File: config.mk
export PLATFORM = sky130hd
export DESIGN_NAME = counter_mod100_down
export DESIGN_NICKNAME = d
export VERILOG_FILES = /design/src/rtl/counter_pkg.sv /design/src/rtl/bcd_digit_down.sv /design/src/rtl/counter_mod100_down.sv
export SDC_FILE = /design/constraint.sdc
export NUM_CORES = 1
export LEC_CHECK = 0
export ABC_AREA = 1
export CORE_ASPECT_RATIO = 1.5
export CORE_MARGIN = 2
export CORE_UTILIZATION = 30
export CTS_CLUSTER_SIZE = 12
export DETAILED_ROUTE_END_ITERATION = 6
export GPL_TIMING_DRIVEN = 0
export HOLD_SLACK_MARGIN = 0.15
export PLACE_DENSITY_LB_ADDON = 0.3
export SLEW_MARGIN = 10
export SYNTH_ARGS = -nofsm -noshare
export SYNTH_HDL_FRONTEND = slang
export SYNTH_SLANG_ARGS = --single-unit
export TNS_END_PERCENT = 10
File: constraint.sdc
create_clock -name clk -period 3.45 [get_ports clk]
set_clock_uncertainty 0.1 [all_clocks]
set_input_delay 0.69 -clock clk [delete_from_list [all_inputs] [get_ports clk]]
set_output_delay 0.69 -clock clk [all_outputs]
set_load 0.1 [all_outputs]
File: src/rtl/counter_pkg.sv
// counter_pkg
//   Shared definitions for the counters library:
//     MOD_100, WIDTH_100 : modulus and binary width of the mod-100 counters
//     state_t            : counter state encoding (IDLE, RUN, HOLD, DONE)
//     sat_load()         : clamps a load value into 0..MOD_100-1
//     to_bcd()           : splits a 0..99 binary value into {tens, ones}
package counter_pkg;

  localparam int MOD_100   = 100;
  localparam int WIDTH_100 = 7;

  typedef enum logic [1:0] {
    IDLE = 2'd0,
    RUN  = 2'd1,
    HOLD = 2'd2,
    DONE = 2'd3
  } state_t;

  // Out-of-range load values clamp to the top legal count rather than wrapping.
  function automatic logic [WIDTH_100-1:0] sat_load(input logic [WIDTH_100-1:0] v);
    logic [WIDTH_100-1:0] lim;
    lim = WIDTH_100'(MOD_100 - 1);
    return (v > lim) ? lim : v;
  endfunction

  // Only used on load values (already saturated), never on the running count;
  // the running digits are kept in step by the digit counters instead.
  function automatic logic [7:0] to_bcd(input logic [WIDTH_100-1:0] v);
    return {4'(v / 10), 4'(v % 10)};
  endfunction

endpackage

File: src/rtl/bcd_digit_down.sv
// bcd_digit_down
//   One decimal digit of a BCD down-counter.
//   Ports:
//     clk      : rising-edge clock
//     rst      : synchronous active-low reset, digit returns to 0
//     load     : capture load_val (wins over dec)
//     load_val : digit value to load, 0..9
//     dec      : decrement enable
//     digit    : registered digit value
//     borrow   : combinational, high when decrementing from 0 this cycle
//   Parameter WRAP is the value the digit takes after decrementing from 0.
module bcd_digit_down #(
  parameter logic [3:0] WRAP = 4'd9
) (
  input  logic       clk,
  input  logic       rst,
  input  logic       load,
  input  logic [3:0] load_val,
  input  logic       dec,
  output logic [3:0] digit,
  output logic       borrow
);

  // Borrow is combinational so the next digit up can decrement on the same edge.
  assign borrow = dec && (digit == 4'd0);

  always_ff @(posedge clk) begin
    if (!rst) begin
      digit <= 4'd0;
    end else if (load) begin
      digit <= load_val;
    end else if (dec) begin
      digit <= (digit == 4'd0) ? WRAP : digit - 4'd1;
    end
  end

endmodule

File: src/rtl/counter_mod100_down.sv
// counter_mod100_down
//   Mod-100 programmable down-counter / timer with one-shot and auto-reload
//   modes, binary and two-digit BCD outputs.
//   Ports:
//     clk         : rising-edge clock
//     rst         : synchronous active-low reset
//     load        : load load_val into count and reload register (IDLE/DONE only)
//     load_val    : load value, values >= MOD saturate to MOD-1
//     start       : begin counting (IDLE/DONE only)
//     pause       : level, freezes the count while high during a run
//     auto_reload : 1 = wrap to reload value at expiry, 0 = one-shot
//     count       : registered binary count
//     tens, ones  : registered BCD digits of count
//     tc          : one-cycle terminal-count pulse
//     busy        : high in RUN or HOLD
//     done        : high in DONE
module counter_mod100_down
  import counter_pkg::*;
#(
  parameter int MOD   = MOD_100,
  parameter int WIDTH = WIDTH_100
) (
  input  logic             clk,
  input  logic             rst,
  input  logic             load,
  input  logic [WIDTH-1:0] load_val,
  input  logic             start,
  input  logic             pause,
  input  logic             auto_reload,
  output logic [WIDTH-1:0] count,
  output logic [3:0]       tens,
  output logic [3:0]       ones,
  output logic             tc,
  output logic             busy,
  output logic             done
);

  localparam logic [WIDTH-1:0] RELOAD_INIT = WIDTH'(MOD - 1);
  localparam logic [7:0]       RELOAD_BCD  = to_bcd(RELOAD_INIT);

  state_t           state;
  logic [WIDTH-1:0] reload;
  logic [3:0]       reload_tens;
  logic [3:0]       reload_ones;

  logic             load_acc;
  logic             run_step;
  logic             at_zero;
  logic [WIDTH-1:0] load_sat;
  logic [7:0]       load_bcd;

  logic             ones_dec;
  logic             ones_borrow;
  logic             tens_borrow;
  logic             dig_load;
  logic [3:0]       dig_tens_val;
  logic [3:0]       dig_ones_val;

  // Shared decode used by both the FSM and the digit chain, so the binary
  // count and the BCD digits always take the same decision on an edge.
  always_comb begin
    load_acc = load && ((state == IDLE) || (state == DONE));
    run_step = (state == RUN) && !pause;
    at_zero  = (count == '0);
    load_sat = sat_load(load_val);
    load_bcd = to_bcd(load_sat);

    // At zero in one-shot mode the digits must hold; in auto-reload mode the
    // decrement is allowed through so the borrow ripples out of the tens digit,
    // and that tens borrow is what triggers the digit reload below.
    ones_dec = run_step && (!at_zero || auto_reload);

    dig_load     = load_acc || tens_borrow;
    dig_tens_val = load_acc ? load_bcd[7:4] : reload_tens;
    dig_ones_val = load_acc ? load_bcd[3:0] : reload_ones;
  end

  bcd_digit_down #(.WRAP(4'd9)) u_ones (
    .clk      (clk),
    .rst      (rst),
    .load     (dig_load),
    .load_val (dig_ones_val),
    .dec      (ones_dec),
    .digit    (ones),
    .borrow   (ones_borrow)
  );

  bcd_digit_down #(.WRAP(4'd9)) u_tens (
    .clk      (clk),
    .rst      (rst),
    .load     (dig_load),
    .load_val (dig_tens_val),
    .dec      (ones_borrow),
    .digit    (tens),
    .borrow   (tens_borrow)
  );

  // Control FSM with the binary count, reload register and registered flags.
  // tc defaults low every edge so it can only ever be a single-cycle pulse.
  always_ff @(posedge clk) begin
    if (!rst) begin
      state       <= IDLE;
      count       <= '0;
      reload      <= RELOAD_INIT;
      reload_tens <= RELOAD_BCD[7:4];
      reload_ones <= RELOAD_BCD[3:0];
      tc          <= 1'b0;
      busy        <= 1'b0;
      done        <= 1'b0;
    end else begin
      tc <= 1'b0;
      case (state)
        IDLE, DONE: begin
          if (load_acc) begin
            count       <= load_sat;
            reload      <= load_sat;
            reload_tens <= load_bcd[7:4];
            reload_ones <= load_bcd[3:0];
            state       <= IDLE;
            done        <= 1'b0;
            busy        <= 1'b0;
          end else if (start) begin
            state <= RUN;
            done  <= 1'b0;
            busy  <= 1'b1;
          end
        end
        RUN: begin
          if (pause) begin
            state <= HOLD;
          end else if (!at_zero) begin
            count <= count - WIDTH'(1);
          end else if (auto_reload) begin
            count <= reload;
            tc    <= 1'b1;
          end else begin
            tc    <= 1'b1;
            state <= DONE;
            done  <= 1'b1;
            busy  <= 1'b0;
          end
        end
        HOLD: begin
          if (!pause) begin
            state <= RUN;
          end
        end
        default: begin
          state <= IDLE;
          busy  <= 1'b0;
        end
      endcase
    end
  end

endmodule

==> summary.txt <==
Final layout
  – Fin area: 0.00273 sq mm
  – Layout overhead on the synthesized area: 22.6%
  – Share of cells above drive strength 1: 9.97%
  – Finished Core Util: between 30 and 40%
  – Cell Count, Final, Fillers Out: 481
  – Ant. Diodes: 0
  – Final nets: approximately 400

Floorplanning
  – Die Span X: around 74 microns
  – Die Y-Extent: 110 microns
  – Cell row count: 38
  – # IOs: 31
  – Initial core utilization: 30.9%
  – Core ar.: 0.00723 sq mm
  – DIE AREA: just over 0.008 sq mm

Clock tree
  – CTS Buf Count: 5
  – Root buffer cell: clkbuf_8
  – CTS tree: built
  – H-tree levels: 2
  – Cts hold-fix bufs: 0
  – Post-CTS Setup Bufs: 0
  – CTS sink count: 35
  – Max Root-Sink Buffers: 2
  – Clk_lat worst skew: 0.30 ns
  – Reg clk slew, reported paths: 0.07 ns

Logic synthesis
  – Mean Syn Cell Area: approximately 6.5 sq um
  – Synth warnings: 0
  – Synthesized cell area: 0.00223 sq mm
  – Mux share of post-synthesis cell area: 0%
  – Netlist cell types: 35
  – #FFs+latches synth: 35
  – Largest family of logic cells by synthesized area: simple AND/OR/NAND/NOR gates
  – Post-synth top area cell: dfxtp_1
  – Syn_nets: 363
  – Top cell type's share of synthesized area: about a third
  – Top cells by area, synth: dfxtp_1 31%, nand2_1 12%, inv_1 7.9%
  – Compound-gate portion of the synthesized area: a little under a fifth
  – Post-synthesis simple-gate area fraction: 33.3%
  – Adder-Cell Fraction of Synth Area: roughly 3.4%
  – Sequential area share after synthesis: 31.4%
  – XOR/XNOR share of the synthesized area: 1.96%
  – Synth Instances: about 340

Placed design
  – Gpl congestion: roughly 0.85
  – DP Area: 0.00265 sq mm
  – Pre-CTS WS: -0.290 ns
  – Dpl cells: 473
  – DP HPWL: approximately 4400 microns
  – Number of port buffers: 29

Critical path
  – Crit-path cells: clkdlybuf4s50_1 -> and2_1 -> buf_2 -> ha_1 -> inv_1 -> nor2_1 -> nor2_1 -> nor2_2 -> inv_1 -> nor2_4 -> nand3_1 -> nand2_1 -> inv_1 -> ha_1 -> xor2_1 -> nand2_1 -> nand3_1 -> nand3_1 -> a21oi_1
  – Startpoint Class: input pin
  – Worst EP arrival: 3.19 ns
  – R2R Path End: u_ones.digit[3]$_SDFFE_PN0P_
  – Worst setup path start: load_val[3]
  – R2R cell count: 16
  – Slowest CP cell: clkdlybuf4s50_1
  – Req. time, crit path: 3.51 ns
  – R2r setup slk: 0.69 ns
  – CP peak stage delay: between 0.5 and 0.6 ns
  – Setup Crit Path Kind: in2reg
  – Crit Reg-Reg Startpoint: count[0]$_SDFFE_PN0P_
  – Crit end category: register
  – Worst Path Max Fanout: 5

Timing
  – FMAX: approximately 0.32 GHz
  – Final Hold Vio Count: 0
  – Slew @ Worst Pin: 0.968 ns
  – Hold_ws: approximately 0.35 ns
  – Slew Limit Fails: 0
  – Count of final setup violators: 0
  – Minimum clock period: 3.13 ns
  – Relative slew slack: roughly a third
  – Period utilization: 90.7%
  – PnR worst setup slack: 0.322 ns

Global route
  – Initial antenna violation count: 0
  – Vias in the first global route: 2066
  – Congestion Overflow GR: 0
  – Largest net degree at the start of global routing: 11
  – GRT Util Overall: 14.8%
  – First-pass GRT wire length: 9260 microns

Detailed routing
  – Pre-antenna DRT Iters: 4
  – Final WL: 5610 microns
  – Drt initial violations: roughly 130
  – DR vias/cell: about 4.7
  – Final routed DRC violation total: 0
  – Routed vias: roughly 2.3k
  – WL per Instance: 11.7 microns
  – Final ANT Viol Nets: 0

Power
  – Max IR drop VDD: 413 uV
  – Pleak: approximately 1.3 nW
  – Power Density: between 900 and 1000 mW/mm^2

Job
  – Maxcap violations: 0

Worst hold path
  – Hold/Removal Path Class: reg2reg
  – Hold_sp: reload_tens[3]$_SDFFE_PN1N_
  – WHS Endpoint: reload_tens[3]$_SDFFE_PN1N_
  – Hold Path Depth: 2

Run status
  – Status: finished, final reports clean
## power breakdown
part           internal [W]  switching, W
logic              0.000479       0.00125
clock network      0.000142      0.000157
registers          0.000551      0.000101
## repair_timing
action / in CTS / in global routing
resized for setup: 0 / 3
setup endpoints to repair: 0 / 8
hold endpoints to repair: 0 / 0
## kinds of logic after synthesis
family / after synthesis
AO/OA/AOI/OAI: 74
XOR/XNOR: 5
adder cells (fa/ha/maj): 6
buffers and inverters: 67
flip-flops: 35
AND/OR/NAND/NOR: 157
## final cells by class
class                   instances  area, sq um
plain buffers                  11         45.0
clock buffers                   7         76.3
clock inverters                 1         5.00
fillers                       810         4490
inverters                      56          210
multi-input cells             242         1280
flip-flops and latches         35          701
well taps                     100          125
repair buffers                 29          295
## cell usage after synthesis
master	number
or2_1	1
nand2_4	1
xnor2_1	2
nor2_4	1
nor2_1	26
o32ai_1	1
nand3_2	6
nand2_2	5
nor3_1	4
clkinv_1	1
a21oi_1	33
or2_2	3
o211ai_1	6
inv_2	8
o21ai_0	23
nand2_1	73
o21ai_2	1
and2_1	1
nand3_4	1
nor2_2	2
a221oi_1	1
ha_1	6
o22ai_1	2
a22oi_1	1
nand3_1	25
xor2_1	3
a311oi_1	1
buf_2	3
o21ai_1	1
a31oi_1	2
inv_1	47
clkbuf_1	8
a211oi_1	2
dfxtp_1	35
nand4_1	8
## metal layers
layer  vias up  wire, microns  track usage, %
met4         0            110            6.51
met2        27           2990            27.3
li1       1200              -               -
met3         6            128            1.92
met1      1035           2380            16.3
met5         -              0               0
## worst max path at each step
stage	endpoint	slack (ns)	depth (start not counted)
final	u_ones.digit[3]$_SDFFE_PN0P_	0.32	19
after global routing	u_ones.digit[3]$_SDFFE_PN0P_	-0.02	20
after CTS	u_ones.digit[3]$_SDFFE_PN0P_	0.02	21
after detailed placement	u_ones.digit[3]$_SDFFE_PN0P_	-0.29	21
after global placement	u_ones.digit[3]$_SDFFE_PN0P_	-0.25	20
after floorplan	u_ones.digit[0]$_SDFFE_PN0P_	0.40	14
## worst max-delay path: cells and delay by family
| family | cells | cell delay [ns] |
|---|---|---|
| XOR/XNOR | 1 | 0.16 |
| adder cells (fa/ha/maj) | 2 | 0.36 |
| AND/OR/NAND/NOR | 10 | 1.03 |
| AO/OA/AOI/OAI | 1 | 0.06 |
| buffers and inverters | 5 | 0.89 |
## sequential cells by signal, indices dropped and copies added (netlist names)
name / flops
done: 1
reload_ones: 4
state: 2
u_tens.digit: 4
reload: 7
tc: 1
reload_tens: 4
u_ones.digit: 4
count: 7
busy: 1
## cell usage in the layout (no fill, tap or decap)
master	netlist	routed
dlymetal6s2s_1	0	2
nor2_1	26	25
dfxtp_1	35	35
o21ai_2	1	1
a22oi_1	1	1
o21ai_0	23	23
clkdlybuf4s50_1	0	27
nand2_4	1	1
ha_1	6	6
a211oi_1	2	2
clkinv_1	1	1
nand2_2	5	5
clkinv_2	0	1
nor2_4	1	1
inv_2	8	8
a311oi_1	1	1
o22ai_1	2	2
a21oi_1	33	33
nand3_2	6	6
nand3_1	25	25
o21ai_1	1	1
clkbuf_1	8	10
a31oi_1	2	2
nor3_1	4	4
or2_2	3	3
and2_1	1	1
nand4_1	8	8
a221oi_1	1	1
nor2_2	2	3
or2_1	1	1
o32ai_1	1	1
nand2_1	73	73
clkbuf_8	0	5
o211ai_1	6	6
xor2_1	3	3
inv_1	47	47
xnor2_1	2	2
nand3_4	1	1
buf_2	3	3
## per-stage QoR
stage	power [W]	TNS, ns
final	0.00268	0
after CTS	0.00269	0
after floorplan	0.00202	0
after global placement	0.00238	-1.23
after detailed placement	0.00240	-1.59
after global routing	0.00290	-0.0163
Note: power is estimated with default switching activity, not from simulation.
